File: config.mk
export PLATFORM = sky130hd
export DESIGN_NAME = decode_in_capture_fifo
export DESIGN_NICKNAME = d
export VERILOG_FILES = /design/src/rtl/decode_in_capture_fifo.sv
export SDC_FILE = /design/constraint.sdc
export NUM_CORES = 1
export LEC_CHECK = 0
export CAP_MARGIN = 0
export CORE_ASPECT_RATIO = 0.5
export CORE_MARGIN = 2
export CORE_UTILIZATION = 59
export DETAILED_ROUTE_END_ITERATION = 10
export PLACE_DENSITY = 0.79
export RECOVER_POWER = 100
export SKIP_LAST_GASP = 1
export SYNTH_ARGS = -nofsm -noshare
export SYNTH_HDL_FRONTEND = slang
export SYNTH_SLANG_ARGS = --single-unit
File: constraint.sdc
create_clock -name clock -period 8.27 [get_ports clock]
set_clock_uncertainty 0.05 [all_clocks]
set_input_delay 0.827 -clock clock [delete_from_list [all_inputs] [get_ports clock]]
set_output_delay 0.827 -clock clock [all_outputs]
set_load 0.05 [all_outputs]
File: src/rtl/decode_in_capture_fifo.sv
// Capture unit for the decode-stage input bus. After a settle window it filters and
// sequence-tags bus samples into a first-word-fall-through FIFO drained by valid/ready.
//
// state     | meaning
// ----------+------------------------------------------------------------
// ST_SETTLE | post-reset wait, settle counter running, bus not sampled
// ST_ARMED  | bus sampled every clock subject to capture_en and MODE
module decode_in_capture_fifo #(
  parameter int INSTR_W       = 16,
  parameter int NPC_W         = 16,
  parameter int SR_W          = 3,
  parameter int DEPTH         = 8,
  parameter int SETTLE_CYCLES = 7,
  parameter int MODE          = 0,
  parameter int SEQ_W         = 16
) (
  input  logic                     clock,
  input  logic                     reset,
  input  logic [INSTR_W-1:0]       instr_dout,
  input  logic [NPC_W-1:0]         npc_in,
  input  logic [SR_W-1:0]          Sr,
  input  logic                     en_decode,
  input  logic                     capture_en,
  output logic                     armed,
  output logic                     txn_valid,
  input  logic                     txn_ready,
  output logic [INSTR_W-1:0]       txn_instr,
  output logic [NPC_W-1:0]         txn_npc,
  output logic [SR_W-1:0]          txn_sr,
  output logic                     txn_en,
  output logic [SEQ_W-1:0]         txn_seq,
  output logic [$clog2(DEPTH):0]   count,
  output logic [15:0]              overflow_cnt
);

  localparam int  AW          = $clog2(DEPTH);
  localparam int  CW          = AW + 1;
  localparam int  SCW         = (SETTLE_CYCLES > 1) ? $clog2(SETTLE_CYCLES) : 1;
  localparam int  BUS_W       = INSTR_W + NPC_W + SR_W + 1;
  localparam int  ENT_W       = BUS_W + SEQ_W;
  localparam bit  SETTLE_NONE = (SETTLE_CYCLES == 0);

  typedef enum logic {ST_SETTLE, ST_ARMED} state_t;

  state_t             state;
  logic [SCW-1:0]     settle_cnt;
  logic               settle_done;
  logic [SEQ_W-1:0]   seq;
  logic [BUS_W-1:0]   bus;
  logic [BUS_W-1:0]   last_bus;
  logic               last_valid;
  logic [ENT_W-1:0]   mem [DEPTH];
  logic [ENT_W-1:0]   head;
  logic [AW-1:0]      wr_ptr;
  logic [AW-1:0]      rd_ptr;
  logic [CW-1:0]      count_q;
  logic               full;
  logic               qual;
  logic               push;
  logic               pop;

  assign bus         = {instr_dout, npc_in, Sr, en_decode};
  assign settle_done = SETTLE_NONE || (int'(settle_cnt) == SETTLE_CYCLES - 1);
  assign full        = (count_q == CW'(DEPTH));
  assign txn_valid   = (count_q != '0);
  assign pop         = txn_valid && txn_ready;
  // a full FIFO still accepts when the head leaves on the same edge
  assign push        = qual && (!full || pop);
  assign armed       = (state == ST_ARMED);
  assign count       = count_q;

  always_comb begin
    qual = 1'b0;
    if (state == ST_ARMED && capture_en) begin
      case (MODE)
        1:       qual = en_decode;
        2:       qual = !last_valid || (bus != last_bus);
        default: qual = 1'b1;
      endcase
    end
  end

  always_ff @(posedge clock) begin
    if (reset) begin
      state        <= ST_SETTLE;
      settle_cnt   <= '0;
      seq          <= '0;
      last_valid   <= 1'b0;
      last_bus     <= '0;
      wr_ptr       <= '0;
      rd_ptr       <= '0;
      count_q      <= '0;
      overflow_cnt <= '0;
    end else begin
      case (state)
        ST_SETTLE: begin
          if (settle_done) state <= ST_ARMED;
          else             settle_cnt <= settle_cnt + 1'b1;
        end
        default: state <= ST_ARMED;
      endcase

      // seq advances on every qualified sample, so dropped samples leave gaps
      if (qual) begin
        seq <= seq + 1'b1;
        if (MODE == 2) begin
          last_valid <= 1'b1;
          last_bus   <= bus;
        end
        if (!push && overflow_cnt != 16'hFFFF)
          overflow_cnt <= overflow_cnt + 1'b1;
      end

      if (push) wr_ptr <= wr_ptr + 1'b1;
      if (pop)  rd_ptr <= rd_ptr + 1'b1;

      case ({push, pop})
        2'b10:   count_q <= count_q + 1'b1;
        2'b01:   count_q <= count_q - 1'b1;
        default: count_q <= count_q;
      endcase
    end
  end

  always_ff @(posedge clock) begin
    if (push) mem[wr_ptr] <= {bus, seq};
  end

  // stale storage is hidden while empty so txn_* read as zero
  assign head = txn_valid ? mem[rd_ptr] : '0;
  assign {txn_instr, txn_npc, txn_sr, txn_en, txn_seq} = head;

endmodule

==> metrics.txt, run 1 <==
number of library cell types mapped by synthesis 56; grt total ovfl 0; Startpoint Class flip-flop; Std-Cell Core Area ~30000 µm²; Root Driver clkbuf_16; R2R setup slack 2.60 ns; wl on met1 15.1 mm; fin crit share 75.6%; critical path class flip-flop to output pin; worst path cell trace or3_1 -> nor2_4 -> clkbuf_1 -> inv_1 -> dlygate4sd3_1; failing checks max-capacitance violations, max-slew violations; Die H about 130 µm; area leader, netlist edfxtp_1; vias in the first global route 9700; Initial DRC Count 900; NumNets Final 1119; Worst-Margin Slew 3.92 ns; Pre-antenna DRT Iters 5; mapped cell area roughly 18000 µm²; post-synthesis async set-or-reset flop share 0%; H-tree levels 2; Placer Congestion 0.808; Syn Nets 998; detailed placement HPWL between 15 and 20 mm; met3 routed WL 2.28 mm; slowest CP cell clkbuf_1; RSZ-0062 raised after global routing false; Initial Utilization roughly three fifths; GRT Total Usage between 20% and 30%; post-cts sizing count 0; post-route setup TNS 0 ns; CP endpoint kind output pin; Most used DFF post-synth edfxtp_1; initial antenna violation count 0; Crit Path Max Fanout 53; Final Max Tran Viols 538; Max Clk Rate around 160 MHz; commonest non-fill, non-tap cells in the layout 416 x edfxtp_1, 111 x dlygate4sd3_1, 104 x mux4_2; Mapped Cells 949; worst min path class flip-flop to flip-flop; Critical Path RT 7.39 ns; placed cell count 1428; outcome complete, but fails checks; final setup violating endpoints 0; Pleak between 6 and 7 nW; total CTS buffers 39; overall power 6.57 mW; crit path buf inv count 3; I/O pin count 114; wire length per cell 24.5 µm; Final Hold Fails 0; hold_buf cts 0; PD cells 312 nW/µm²; Max Root-Sink Buffers 3; post-route setup slack 2.02 ns; routed via count 9308; Clock Sinks 465; CP max stage delay around 2.3 ns; post-CTS setup buffers 0; pre-CTS setup slack 4.06 ns; Antenna Diode Count 0; global-route wire length before repair 57.0 mm; number of flops mapped to enable cells by yosys 416; post-DR vias/cell 6.21; CP delay by family, top buffers and inverters; Max Used Layer met4; CTS tree built; most area-consuming cells after synthesis edfxtp_1 69%, mux4_2 13%, dfxtp_1 5.4%; YS warnings 0; drt total wl about 37 mm; register area share after synthesis 73.9%; largest net degree at the start of global routing 60; Tmin final approximately 6.3 ns; worst hold slack around 0.45 ns; ANT nets after route 0; Die Area 32400 µm²; maxcap violations 10; worst skew pair latency 0.53 ns; Area Growth Syn to Fin 15.6%; DRC violations left 0; worst vdd ir 0.318 mV; IO Port Bufs ~110; crit path DAT about 5.4 ns; Die W 253 µm; Rel. slew slack -162%; met2 WL 18.8 mm; row count between 40 and 50; clock slew at reported path FFs ~0.070 ns; Yosys reg bits 465; ratio of cells with drive above 1 in the final layout 17.8%; Layout Cells excl Fill 1499; Synth top area share about two thirds; Avg Cell Area, Syn between 15 and 20 µm²; most common library cell in the layout ignoring fill and taps edfxtp_1
-- registers in the layout (all words and copies together), names as in the netlist, named ones only --
signal	flops
count	4
rd_ptr	3
overflow_cnt	16
wr_ptr	3
settle_cnt	3
mem	416
seq	16
armed	1
-- logic make-up (layout without fill, tap and decap cells) --
kind of cell               count (synthesis)  after routing  share of synthesized area, %
AOI/OAI and AO/OA                         50             50                          1.72
xor gates and xnor gates                  14             14                         0.673
adders and majority gates                  9              9                         0.659
buffers and inverters                     56            207                          1.27
DFF                                      465            465                          73.9
muxes                                    166            166                          16.3
and+or+nand+nor                          189            189                          5.44
-- routing by layer --
metal  vias up  track usage (%)
met4         0             5.71
met5         -                0
met3        43             3.41
li1       4068                -
met1      4859             32.9
met2       338             39.9
-- layout make-up --
cell class                 count  area (µm²)
sequential                   465       13500
tap                          399         499
inverter                      10        37.5
multi-input combinational    428        4560
fill                        1784        9280
clock buffer                  50        1090
timing repair buffer         126        1190
clock inverter                21         201
-- path summary, 6_finish.rpt --
path,endpoint,from,cells past startpoint
max,txn_valid,count[1],5
min,flip-flop,rd_ptr[1],2
max reg2reg,count[3],count[1],11
min reg2reg,flip-flop,rd_ptr[1],2
-- worst min-delay path, cell delays in order, from the launching register on --
cell     delay, ns
dfxtp_1       0.32
nand2_1       0.06
a21oi_1       0.08
-- power breakdown --
group	switching [mW]	internal [mW]	total, mW
sequential	0.0826	2.56	2.65
clock	0.800	1.06	1.86
combinational	1.35	0.705	2.06
-- cell usage after synthesis, types with 2 or more instances --
| cell type | number |
|---|---|
| edfxtp_1 | 416 |
| mux4_2 | 104 |
| nor2_1 | 86 |
| mux2i_1 | 52 |
| dfxtp_1 | 49 |
| clkbuf_1 | 21 |
| a21oi_1 | 20 |
| nand2_1 | 19 |
| buf_2 | 14 |
| buf_1 | 10 |
| mux2_2 | 10 |
| nand3_1 | 10 |
| nor2b_1 | 10 |
| inv_1 | 9 |
| nand4_1 | 9 |
| nor3_1 | 9 |
| ha_1 | 8 |
| o31ai_1 | 8 |
| xnor2_1 | 8 |
| nor4_1 | 7 |
| o21ai_0 | 7 |
| or4_1 | 7 |
| xor2_1 | 6 |
| or3_1 | 5 |
| nand2b_1 | 3 |
| o211ai_1 | 3 |
| a211oi_1 | 2 |
| a21boi_0 | 2 |
| a21o_1 | 2 |
| and4bb_2 | 2 |
| nand2_2 | 2 |
| nor3b_1 | 2 |
| nor4b_1 | 2 |
| or3_2 | 2 |
| or4_2 | 2 |
-- through the flow --
stage	area [µm²]	util [%]
floorplan	18200	-
global placement	19800	65.3
global route	21100	69.4
finish	21100	69.4
detailed placement	19800	65.3
CTS	21100	69.6
No activity file was read; power rests on OpenSTA's default activity.
==> run 2, diff against run 1 <==
- clock period: 8.27 -> 6.29 ns (I/O delays scaled with it)
==> metrics.txt, run 2 (synthesized netlist as in run 1, its figures left out) <==
NumNets Final 1123; Crit Path Max Fanout 47; R2R setup slack 1.44 ns; Root Driver clkbuf_16; most common library cell in the layout ignoring fill and taps edfxtp_1; worst skew pair latency about 0.54 ns; P_sw between 2 and 3 mW; I/O pin count 114; hold_buf cts 0; DP Area 19900 µm²; post-layout util 69.4%; ANT nets after route 0; Rel. slew slack -161%; overall power roughly 8.6 mW; Seq pwr share 40.5%; max FFs per register 416; CTS tree built; Startpoint Class input pin; post-route setup TNS 0 ns; Largest regs mem: 416 flops, overflow_cnt: 16 flops, seq: 16 flops; PD cells slightly above 400 nW/µm²; Gate power share 31.5%; Reg with most FFs mem; row count between 40 and 50; GRT Total Usage 24.2%; grt total ovfl 0; Placer Congestion 0.770; Clock Sinks 465; crit path DAT 5.12 ns; Area Growth Syn to Fin 15.6%; ratio of cells with drive above 1 in the final layout 17.7%; Max Root-Sink Buffers 3; final setup violating endpoints 0; Sw Ratio around 34%; clock slew at reported path FFs around 0.060 ns; Pleak 6.52 nW; worst min path class flip-flop to flip-flop; Internal Power 5.65 mW; fin crit share between 80% and 90%; Final Cell Area 21100 µm²; total CTS buffers 40; CP endpoint kind flip-flop; Critical Path RT 6.31 ns; Initial DRC Count roughly 840; Pre-antenna DRT Iters 5; routed via count 9426; wire length per cell 24.9 µm; Final Max Tran Viols about 420; Die Area 32400 µm²; Max Clk Rate 196 MHz; detailed placement HPWL about 20 mm; post-cts sizing count 0; fillcell total 1842; commonest non-fill, non-tap cells in the layout 416 x edfxtp_1, 106 x dlygate4sd3_1, 104 x mux4_2; post-DR vias/cell around 6.3; critical path class input pin to flip-flop; worst vdd ir roughly 0.47 mV; outcome complete, but fails checks; Worst-Margin Slew 3.92 ns; DRC violations left 0; vias in the first global route approximately 10000; Clock Power Share roughly 28%; Die H 128 µm; initial antenna violation count 1; RSZ-0062 raised after global routing false; Die W 253 µm; global-route wire length before repair 58.1 mm; Tmin final approximately 5.1 ns; Final Hold Fails 0; Initial Utilization 60.1%; drt total wl 37.5 mm; IO Port Bufs roughly 110; largest net degree at the start of global routing 60; failing checks max-capacitance violations, max-slew violations; H-tree levels 2; Std-Cell Core Area 30300 µm²; maxcap violations 13; post-CTS setup buffers 0
run 2: routing by layer:
metal	routed length, µm	vias up	part of all wire [%]	global-route usage (%)
li1	-	4089	-	-
met1	15500	4881	41	34.0
met2	18700	392	50	40.2
met3	2520	64	6.7	3.94
met4	864	0	2.3	7.24
met5	0	-	0	0
run 2: path summary, 6_finish.rpt:
check               end  depth (start not counted)       from
max          mem[6][31]                          6  txn_ready
min           flip-flop                          2  rd_ptr[1]
min reg2reg   flip-flop                          2  rd_ptr[1]
max reg2reg  mem[6][31]                          5      armed
run 2: layout make-up:
cell class | instances | area, µm² | area share [%]
clock inverters | 15 | 138 | 0.653
inverters | 10 | 37.5 | 0.178
well taps | 399 | 499 | 2.37
multi-input cells | 428 | 4540 | 21.6
repair buffers | 129 | 1220 | 5.77
clock buffers | 59 | 1140 | 5.43
diodes | 2 | 5.00 | 0.0238
flip-flops and latches | 465 | 13500 | 64.0
run 2: critical path: stages:
cell	delay, ns
dlygate4sd3_1	0.66
nor2b_1	0.13
a21oi_1	0.38
nand2_1	0.20
nor2_1	0.57
clkbuf_1	2.49
run 2: through the flow:
step	std cells	worst slack, ns	hold WS [ns]
2_1_floorplan	949	0.760	0.404
3_3_place_gp	1431	2.45	0.419
3_5_place_dp	1431	2.40	0.423
4_1_cts	1505	1.78	0.437
5_1_grt	1506	0.833	0.465
6_report	1507	1.18	0.435
run 2: power by group through the flow:
stage | Combinational, mW | Clock, mW | Sequential (mW)
floorplan | 1.99 | 0 | 3.50
global placement | 2.78 | 0 | 3.55
detailed placement | 2.82 | 0 | 3.55
CTS | 2.85 | 2.45 | 3.49
global route | 2.84 | 2.56 | 3.50
finish | 2.70 | 2.41 | 3.48
